File: src/rtl/rc4_pkg.sv
// Shared types and constants for the RC4 PRGA decrypt stage.
// CHAR_CHECK_EN enables the printable-plaintext abort in the top level.
package rc4_pkg;

  localparam int MSG_DEP = 32;
  localparam int BYTE_W  = 8;

  localparam logic [7:0] ASCII_A  = 8'd97;
  localparam logic [7:0] ASCII_Z  = 8'd122;
  localparam logic [7:0] ASCII_SP = 8'd32;

  typedef enum logic [3:0] {
    IDLE,
    INC_I,
    WAIT_SI,
    READ_SI,
    WAIT_SJ,
    READ_SJ,
    WR_SI,
    WR_SJ,
    ADDR_F,
    WAIT_F,
    READ_F,
    WR_D,
    NEXT,
    DONE
  } state_e;

endpackage

File: src/rtl/rc4_valid_char.sv
// Plaintext byte filter: lowercase letters or space.
// Only instantiated when CHAR_CHECK_EN is defined.
module rc4_valid_char
  import rc4_pkg::*;
(
  input  logic [7:0] byte_i,
  output logic       ok_o
);

  always_comb begin
    ok_o = 1'b0;
    unique case (1'b1)
      (byte_i == ASCII_SP): ok_o = 1'b1;
      ((byte_i >= ASCII_A) && (byte_i <= ASCII_Z)): ok_o = 1'b1;
      default: ok_o = 1'b0;
    endcase
  end

endmodule

File: src/rtl/rc4_prga_decrypt.sv
// RC4 PRGA keystream generator and message XOR into the decrypted RAM.
// CHAR_CHECK_EN: abort with fail=1 on a non [a-z ] plaintext byte.
module rc4_prga_decrypt
  import rc4_pkg::*;
#(
  parameter int DEP = MSG_DEP,
  parameter int WID = BYTE_W
) (
  input  logic           clk,
  input  logic           reset,
  input  logic           start,
  input  logic [WID-1:0] msg_data [0:DEP-1],
  output logic [7:0]     s_addr,
  output logic [7:0]     s_data,
  output logic           s_wren,
  input  logic [7:0]     s_q,
  output logic [7:0]     d_addr,
  output logic [WID-1:0] d_data,
  output logic           d_wren,
  output logic           done,
  output logic           fail
);

  localparam logic [7:0] LAST = 8'(DEP - 1);

  state_e     state_q;
  logic [7:0] i_q, j_q, k_q;
  logic [7:0] si_q, sj_q, f_q;

  logic [7:0]     j_d;
  logic [WID-1:0] msg_k;
  logic [WID-1:0] pt_d;

  assign j_d  = j_q + s_q;
  assign pt_d = f_q ^ msg_k;

  // Mux by k without an index narrower than k itself.
  always_comb begin
    msg_k = '0;
    for (int n = 0; n < DEP; n++) begin
      if (k_q == n[7:0]) msg_k = msg_data[n];
    end
  end

`ifdef CHAR_CHECK_EN
  logic ok;
  logic bad_q;

  rc4_valid_char u_chk (
    .byte_i (pt_d),
    .ok_o   (ok)
  );
`else
  assign fail = 1'b0;
`endif

  always_ff @(posedge clk) begin
    if (reset) begin
      state_q <= IDLE;
      i_q     <= '0;
      j_q     <= '0;
      k_q     <= '0;
      si_q    <= '0;
      sj_q    <= '0;
      f_q     <= '0;
      s_addr  <= '0;
      s_data  <= '0;
      s_wren  <= 1'b0;
      d_addr  <= '0;
      d_data  <= '0;
      d_wren  <= 1'b0;
      done    <= 1'b0;
`ifdef CHAR_CHECK_EN
      fail    <= 1'b0;
      bad_q   <= 1'b0;
`endif
    end else begin
      s_wren <= 1'b0;
      d_wren <= 1'b0;
      unique case (state_q)
        IDLE: begin
          i_q  <= '0;
          j_q  <= '0;
          k_q  <= '0;
          done <= 1'b0;
`ifdef CHAR_CHECK_EN
          fail  <= 1'b0;
          bad_q <= 1'b0;
`endif
          if (start) state_q <= INC_I;
        end
        INC_I: begin
          i_q     <= i_q + 8'd1;
          s_addr  <= i_q + 8'd1;
          state_q <= WAIT_SI;
        end
        WAIT_SI: state_q <= READ_SI;
        READ_SI: begin
          si_q    <= s_q;
          j_q     <= j_d;
          s_addr  <= j_d;
          state_q <= WAIT_SJ;
        end
        WAIT_SJ: state_q <= READ_SJ;
        READ_SJ: begin
          sj_q    <= s_q;
          state_q <= WR_SI;
        end
        WR_SI: begin
          s_addr  <= j_q;
          s_data  <= si_q;
          s_wren  <= 1'b1;
          state_q <= WR_SJ;
        end
        WR_SJ: begin
          s_addr  <= i_q;
          s_data  <= sj_q;
          s_wren  <= 1'b1;
          state_q <= ADDR_F;
        end
        ADDR_F: begin
          s_addr  <= si_q + sj_q;
          state_q <= WAIT_F;
        end
        WAIT_F: state_q <= READ_F;
        READ_F: begin
          f_q     <= s_q;
          state_q <= WR_D;
        end
        WR_D: begin
          d_addr  <= k_q;
          d_data  <= pt_d;
          d_wren  <= 1'b1;
`ifdef CHAR_CHECK_EN
          bad_q   <= ~ok;
`endif
          state_q <= NEXT;
        end
        NEXT: begin
`ifdef CHAR_CHECK_EN
          if (bad_q) begin
            fail    <= 1'b1;
            done    <= 1'b1;
            state_q <= DONE;
          end else
`endif
          if (k_q == LAST) begin
            done    <= 1'b1;
            state_q <= DONE;
          end else begin
            k_q     <= k_q + 8'd1;
            state_q <= INC_I;
          end
        end
        DONE: begin
          if (!start) begin
            done    <= 1'b0;
            state_q <= IDLE;
          end
        end
        default: state_q <= IDLE;
      endcase
    end
  end

endmodule

File: config.mk
export PLATFORM = sky130hd
export DESIGN_NAME = rc4_prga_decrypt
export DESIGN_NICKNAME = d
export VERILOG_FILES = /design/src/rtl/rc4_pkg.sv /design/src/rtl/rc4_valid_char.sv /design/src/rtl/rc4_prga_decrypt.sv
export SDC_FILE = /design/constraint.sdc
export NUM_CORES = 1
export LEC_CHECK = 0
export ABC_AREA = 1
export CELL_PAD_IN_SITES_DETAIL_PLACEMENT = 1
export CELL_PAD_IN_SITES_GLOBAL_PLACEMENT = 1
export CORE_MARGIN = 5
export CORE_UTILIZATION = 26
export DETAILED_ROUTE_END_ITERATION = 7
export HOLD_SLACK_MARGIN = 0.06
export PLACE_DENSITY_LB_ADDON = 0.1
export SETUP_SLACK_MARGIN = 0.15
export SYNTH_ARGS = -nofsm -noshare
export SYNTH_HDL_FRONTEND = slang
export SYNTH_SLANG_ARGS = --single-unit
export TNS_END_PERCENT = 5
File: constraint.sdc
create_clock -name clk -period 2.77 [get_ports clk]
set_input_delay 0.554 -clock clk [delete_from_list [all_inputs] [get_ports clk]]
set_output_delay 0.554 -clock clk [all_outputs]
set_load 0.02 [all_outputs]
======== After elaboration in Yosys (flattened, before gate mapping) ========
Index checks and enable logic that the tools add are counted.
word-level totals
  bits in latches ......................... 0
  RAM bits ................................ 0
  flip-flop bits (word level) ............. 87
  bits of input ports ..................... 267
  memory bits (read-only) ................. 0
  memories kept ........................... 0
operators by class
  magnitude comparators ................... 0
  multipliers ............................. 0
  div/mod/pow operators ................... 0
  reduce and logical (&&, ||, !) cells .... 12
  shifts and indexed selects .............. 0
  bitwise operators ....................... 1
  $add $sub $neg .......................... 4
  equal/unequal tests ..................... 48
  muxes and demuxes ....................... 47
operators by type and width
  cell                                                  number
  two-way mux 8 bit                                     33
  equality test 8 x 5 -> 1 bit (second input constant)  16
  equality test 8 x 4 -> 1 bit (second input constant)  8
  one-hot mux 8 bit (2 select lines)                    4
  one-hot mux 4 bit (14 select lines)                   1
  one-hot mux 8 bit (5 select lines)                    1
  equality test 8 x 3 -> 1 bit (second input constant)  4
  equality test 4 bit (second input constant)           6
  adder 8 x 1 -> 8 bit (second input constant)          2
  adder 8 bit                                           2
  equality test 4 x 3 -> 1 bit (second input constant)  4
  equality test 8 x 2 -> 1 bit (second input constant)  2
  two-way mux 4 bit                                     3
  equality test 4 x 2 -> 1 bit (second input constant)  2
  equality test 8 x 1 -> 1 bit (second input constant)  1
  logical NOT 8 bit                                     1
  inequality test 2 bit (second input constant)         4
  nonzero test 2 bit                                    4
  bitwise XOR 8 bit                                     1
  nonzero test 5 bit                                    1
  equality test 4 x 1 -> 1 bit (second input constant)  1
  logical NOT 4 bit                                     1
  two-way mux 1 bit                                     4
  AND reduction 2 bit                                   2
  4 further kinds                                       4

======== Logic depth before layout (Yosys ltp) ========
  depth in word-level cells ............... 34
  mapped depth ............................ 44
  mapped depth without buffers ............ 44

======== Worst setup path before layout ========
No wires, ideal clock.
  path kind ............................... register to register
  start ................................... register k_q[0]
  end ..................................... register d_data[0]
  arrival ................................. 2756 ps
  cell stages (with the launch flop) ...... 43
  path slack .............................. -103 ps
  data required time ...................... 2653 ps
  buffers on the path ..................... 0
  clock period less this slack ............ 2873 ps
  cells stage by stage .................... dfxtp_1 inv_1 ha_1 inv_1 nor2_4 nand2_8 inv_4 a21oi_2 nand2_1 o211ai_1 nand2_1 nand2_1 nand2_1 nand2_1 nand2_1 nand2_1 nand2_1 nand2_1 (+7 left out) nand2_1 nand2_1 nand2_1 nand2_1 nand2_1 nand2_1 nand2_1 nand2_1 nand2_1 nand2_1 nand2_1 nand3b_1 nand2_1 nand2_1 nand3_1 nand2_1 nor2_1 nor2_1
between the ends
  longest elaborated chain between the ends .. 34
  elaborated cells on any way between the ends .. 65
  classes of those cells .................. 31 x eq/ne; 32 x mux; 1 x bitwise; 1 x reduce/logical
ends and longest elaborated chain
  element                          line                     text
  from (decl)                      rc4_prga_decrypt.sv:27   logic [7:0] i_q, j_q, k_q;
  from (signal assigned)           rc4_prga_decrypt.sv:151  k_q <= k_q + 8'd1;
  logical NOT 8 bit                rc4_prga_decrypt.sv:41   if (k_q == n[7:0]) msg_k = msg_data[n];
  two-way mux 8 bit (31 in a row)  rc4_prga_decrypt.sv:41
  two-way mux 8 bit *              rc4_prga_decrypt.sv:41
  bitwise XOR 8 bit *              rc4_prga_decrypt.sv:35   assign pt_d = f_q ^ msg_k;
  to (signal assigned)             rc4_prga_decrypt.sv:132  d_data <= pt_d;
  to (decl)                        rc4_prga_decrypt.sv:18   output logic [WID-1:0] d_data,
Every way passes the cells marked *; elsewhere a longest branch is shown, timed or not.
A chain may end at the register's enable or synchronous reset.

======== Final worst setup path ========
  start ................................... register k_q[0]
  end ..................................... register d_data[2]
Same word-level chain as after synthesis.

==> results.sh <==
export IMPL_setup_viol=8
export IMPL_h_tree_depth=3
export IMPL_hold_start="done"
export IMPL_clk_latency_ns=0.34
export IMPL_synth_edff_count=0
export IMPL_dpl_cell_count=2123
export IMPL_fp_dieW_um=181.0
export IMPL_ys_types=50
export IMPL_gr_total_overflow=0
export IMPL_required_ns=3.00
export IMPL_ant_nets=0
export IMPL_synthCells=1361
export IMPL_synth_seq_area_share=0.2291
export IMPL_cts_buffers=9
export IMPL_cp_max_fo=5
export IMPL_clock_sinks=87
export IMPL_gp_congestion=0.8550
export IMPL_fmax_mhz=298.3
export IMPL_grt_pass1_wl_mm=56.05
export IMPL_violations="setup timing"
export IMPL_synth_area_leaders="dfxtp_1 23%, nand2_1 20%, inv_1 11%"
export IMPL_slew_viol_final=0
export IMPL_r2r_setup_slack_ns=-0.58
export IMPL_initial_core_util=0.2642
export IMPL_cpMostUsedCell="nand2_1"
export IMPL_max_slew_margin_rel=0.5079
export IMPL_grt_pass1_vias=10450
export IMPL_io_buffers=301
export IMPL_min_to="done"
export IMPL_worst_clock_skew_ns=0.007236
export IMPL_layout_drive_gt1_share=0.1381
export IMPL_cp_arrival_ns=3.59
export IMPL_rows=62
export IMPL_cts_tree="done"
export IMPL_setup_slack_ns=-0.5827
export IMPL_grt_max_degree=51
export IMPL_finalPower_mw=3.831
export IMPL_syn_num_nets=1649
export IMPL_yosys_area_top_type_share=0.2291
export IMPL_clkTransAtPathRegs_ns=0.07
export IMPL_hold_depth=2
export IMPL_yosysTopAreaCell="dfxtp_1"
export IMPL_diodes=0
export IMPL_antenna_found_initial=0
export IMPL_power_per_cell_area_nw_per_um2=310.2
export IMPL_dp_hpwl_mm=29.52
export IMPL_drtIter0Drc=349
export IMPL_ir_worst_vdd_mv=0.2474
export IMPL_hp_class="flip-flop to flip-flop"
export IMPL_syn_area_um2=7602
export IMPL_slowest_delay_ns=0.38
export IMPL_r2r_start="k_q[0]"
export IMPL_ys_seq_elements=87
export IMPL_hold_violations=0
export IMPL_vias_per_cell=4.606
export IMPL_die_h_um=181.0
export IMPL_crit_path_start_kind="flip-flop"
export IMPL_wirelength_mm=35.42
export IMPL_num_nets_final=2043
export IMPL_first_pass_iters=4
export IMPL_ys_flop_type="dfxtp_1"
export IMPL_clockRootBuffer="clkbuf_16"
export IMPL_core_um2=28780
export IMPL_die_area_um2=32760
export IMPL_period_needed_ns=3.353
export IMPL_io_pin_count=303
export IMPL_synth_async_reset_ratio=0
export IMPL_grt_usage=0.2092
export IMPL_worst_pin_slew_ns=0.7355
export IMPL_cp_slowest_cell="dfxtp_4"
export IMPL_status="finished, violations left"
export IMPL_fin_cells=2144
export IMPL_ff2ff_path_depth=40
export IMPL_max_cap_violations=0
export IMPL_min_period_over_period=1.210
export IMPL_regToRegEndpoint="d_data[2]"
export IMPL_worstSetupPathType="flip-flop to flip-flop"
export IMPL_avgSynthCellArea_um2=5.586
export IMPL_clk_path_buf_depth=2
export IMPL_worstSetupEndpointType="flip-flop"
export IMPL_wire_per_inst_um=16.52
export IMPL_area_growth_pct=62.43
export IMPL_final_common_cell="nand2_1"
export IMPL_rsz0062_at_grt="yes"
export IMPL_via_count=9875
export IMPL_synth_warnings=0
export IMPL_p_leak_nw=5.660
export IMPL_drcViolationCount=0
export IMPL_layout_common_cells="406 x nand2_1, 298 x clkdlybuf4s50_1, 218 x inv_1"
metal layers:
| layer | wire length [um] | share of wire | track usage | vias to the layer above |
|---|---|---|---|---|
| met2 | 18260 | 0.52 | 0.3996 | 214 |
| li1 | - | - | - | 5069 |
| met4 | 676 | 0.019 | 0.04443 | 0 |
| met3 | 1284 | 0.036 | 0.02654 | 34 |
| met1 | 15200 | 0.43 | 0.2493 | 4558 |
| met5 | 0 | 0 | 0 | - |
synthesized netlist by cell type, types with 3 or more instances:
| library cell | n |
|---|---|
| nor3_1 | 11 |
| nand3_1 | 50 |
| buf_2 | 8 |
| nand4_1 | 6 |
| o21ai_0 | 115 |
| clkbuf_1 | 30 |
| nand2_1 | 412 |
| nor3_2 | 3 |
| or2_0 | 3 |
| nor2_2 | 4 |
| nor2_4 | 4 |
| or2_2 | 22 |
| nand2_2 | 5 |
| inv_1 | 225 |
| inv_2 | 8 |
| o21ai_1 | 4 |
| a21oi_2 | 3 |
| dfxtp_1 | 87 |
| clkinv_1 | 5 |
| a221oi_1 | 4 |
| nand2_4 | 3 |
| nor2_1 | 130 |
| o21bai_1 | 3 |
| ha_1 | 19 |
| o211ai_1 | 11 |
| a31oi_1 | 5 |
| a21oi_1 | 147 |
state kept, by name, indices dropped and copies added (netlist names):
name and cells:
s_data 8, sj_q 8, f_q 8, d_data 8, k_q 8, i_q 8, si_q 8, j_q 8
s_addr 8, done 1, state_q 4, d_wren 1, s_wren 1, d_addr 8
power breakdown:
part / internal [mW] / switching [mW]
clock: 0.640 / 0.524
combinational: 0.690 / 0.671
sequential: 1.28 / 0.0283
total: 2.61 / 1.22
how the worst max path moves through the flow:
stage | start | endpoint | slack [ns] | cells past startpoint
floorplan | k_q[0] | d_data[4] | 0.01 | 38
global placement | k_q[0] | d_data[4] | -0.73 | 39
detailed placement | msg_data[242] | d_data[2] | -0.72 | 35
CTS | k_q[2] | d_data[2] | -0.61 | 37
global route | k_q[0] | d_data[0] | -1.02 | 40
finish | k_q[0] | d_data[2] | -0.58 | 40
logic make-up (layout without fill, tap and decap cells):
| logic type | Yosys count | count (layout) | share of synthesized area |
|---|---|---|---|
| and+or+nand+nor | 661 | 661 | 0.3692 |
| xor gates and xnor gates | 3 | 3 | 0.003457 |
| buffers and inverters | 281 | 680 | 0.1440 |
| AOI/OAI and AO/OA | 307 | 307 | 0.2172 |
| adders and majority gates | 21 | 21 | 0.03654 |
| DFF | 87 | 87 | 0.2291 |
| other | 1 | 1 | 0.0004933 |
critical path: cells and delay by family (launching register included):
family	cells	cell delay, ns
buffers and inverters	4	0.33
AND/OR/NAND/NOR	31	2.14
flip-flops	1	0.38
adder cells (fa/ha/maj)	1	0.15
AO/OA/AOI/OAI	4	0.27
what timing repair did:
item                                    in CTS  in global routing
hold buffers                                 0                  0
endpoints found under the setup margin      13                 14
buffers inserted                             3                  2
gates resized for setup                     23                 23
pin swaps                                    6                 16
layout make-up:
| type | instances | area [um2] |
|---|---|---|
| clock buffer | 11 | 242.7 |
| clock inverter | 5 | 38.79 |
| fill | 3821 | 16430 |
| inverter | 240 | 928.4 |
| multi-input combinational | 993 | 4956 |
| sequential | 87 | 1753 |
| tap | 384 | 480.5 |
| timing repair buffer | 424 | 3949 |
stage by stage:
step	instance area [um2]	hold slack [ns]	setup TNS (ns)	setup WS [ns]	util
5_1_grt	12350	0.4931	-7.697	-1.024	0.4291
4_1_cts	12240	0.4627	-4.556	-0.6134	0.4252
6_report	12350	0.4590	-4.171	-0.5827	0.4291
3_5_place_dp	11880	0.4525	-7.027	-0.7203	0.4128
3_3_place_gp	11880	0.4444	-6.193	-0.7331	0.4128
2_1_floorplan	7650	0.4447	0	0.01044	-
Power figures use the tool's default switching activity.
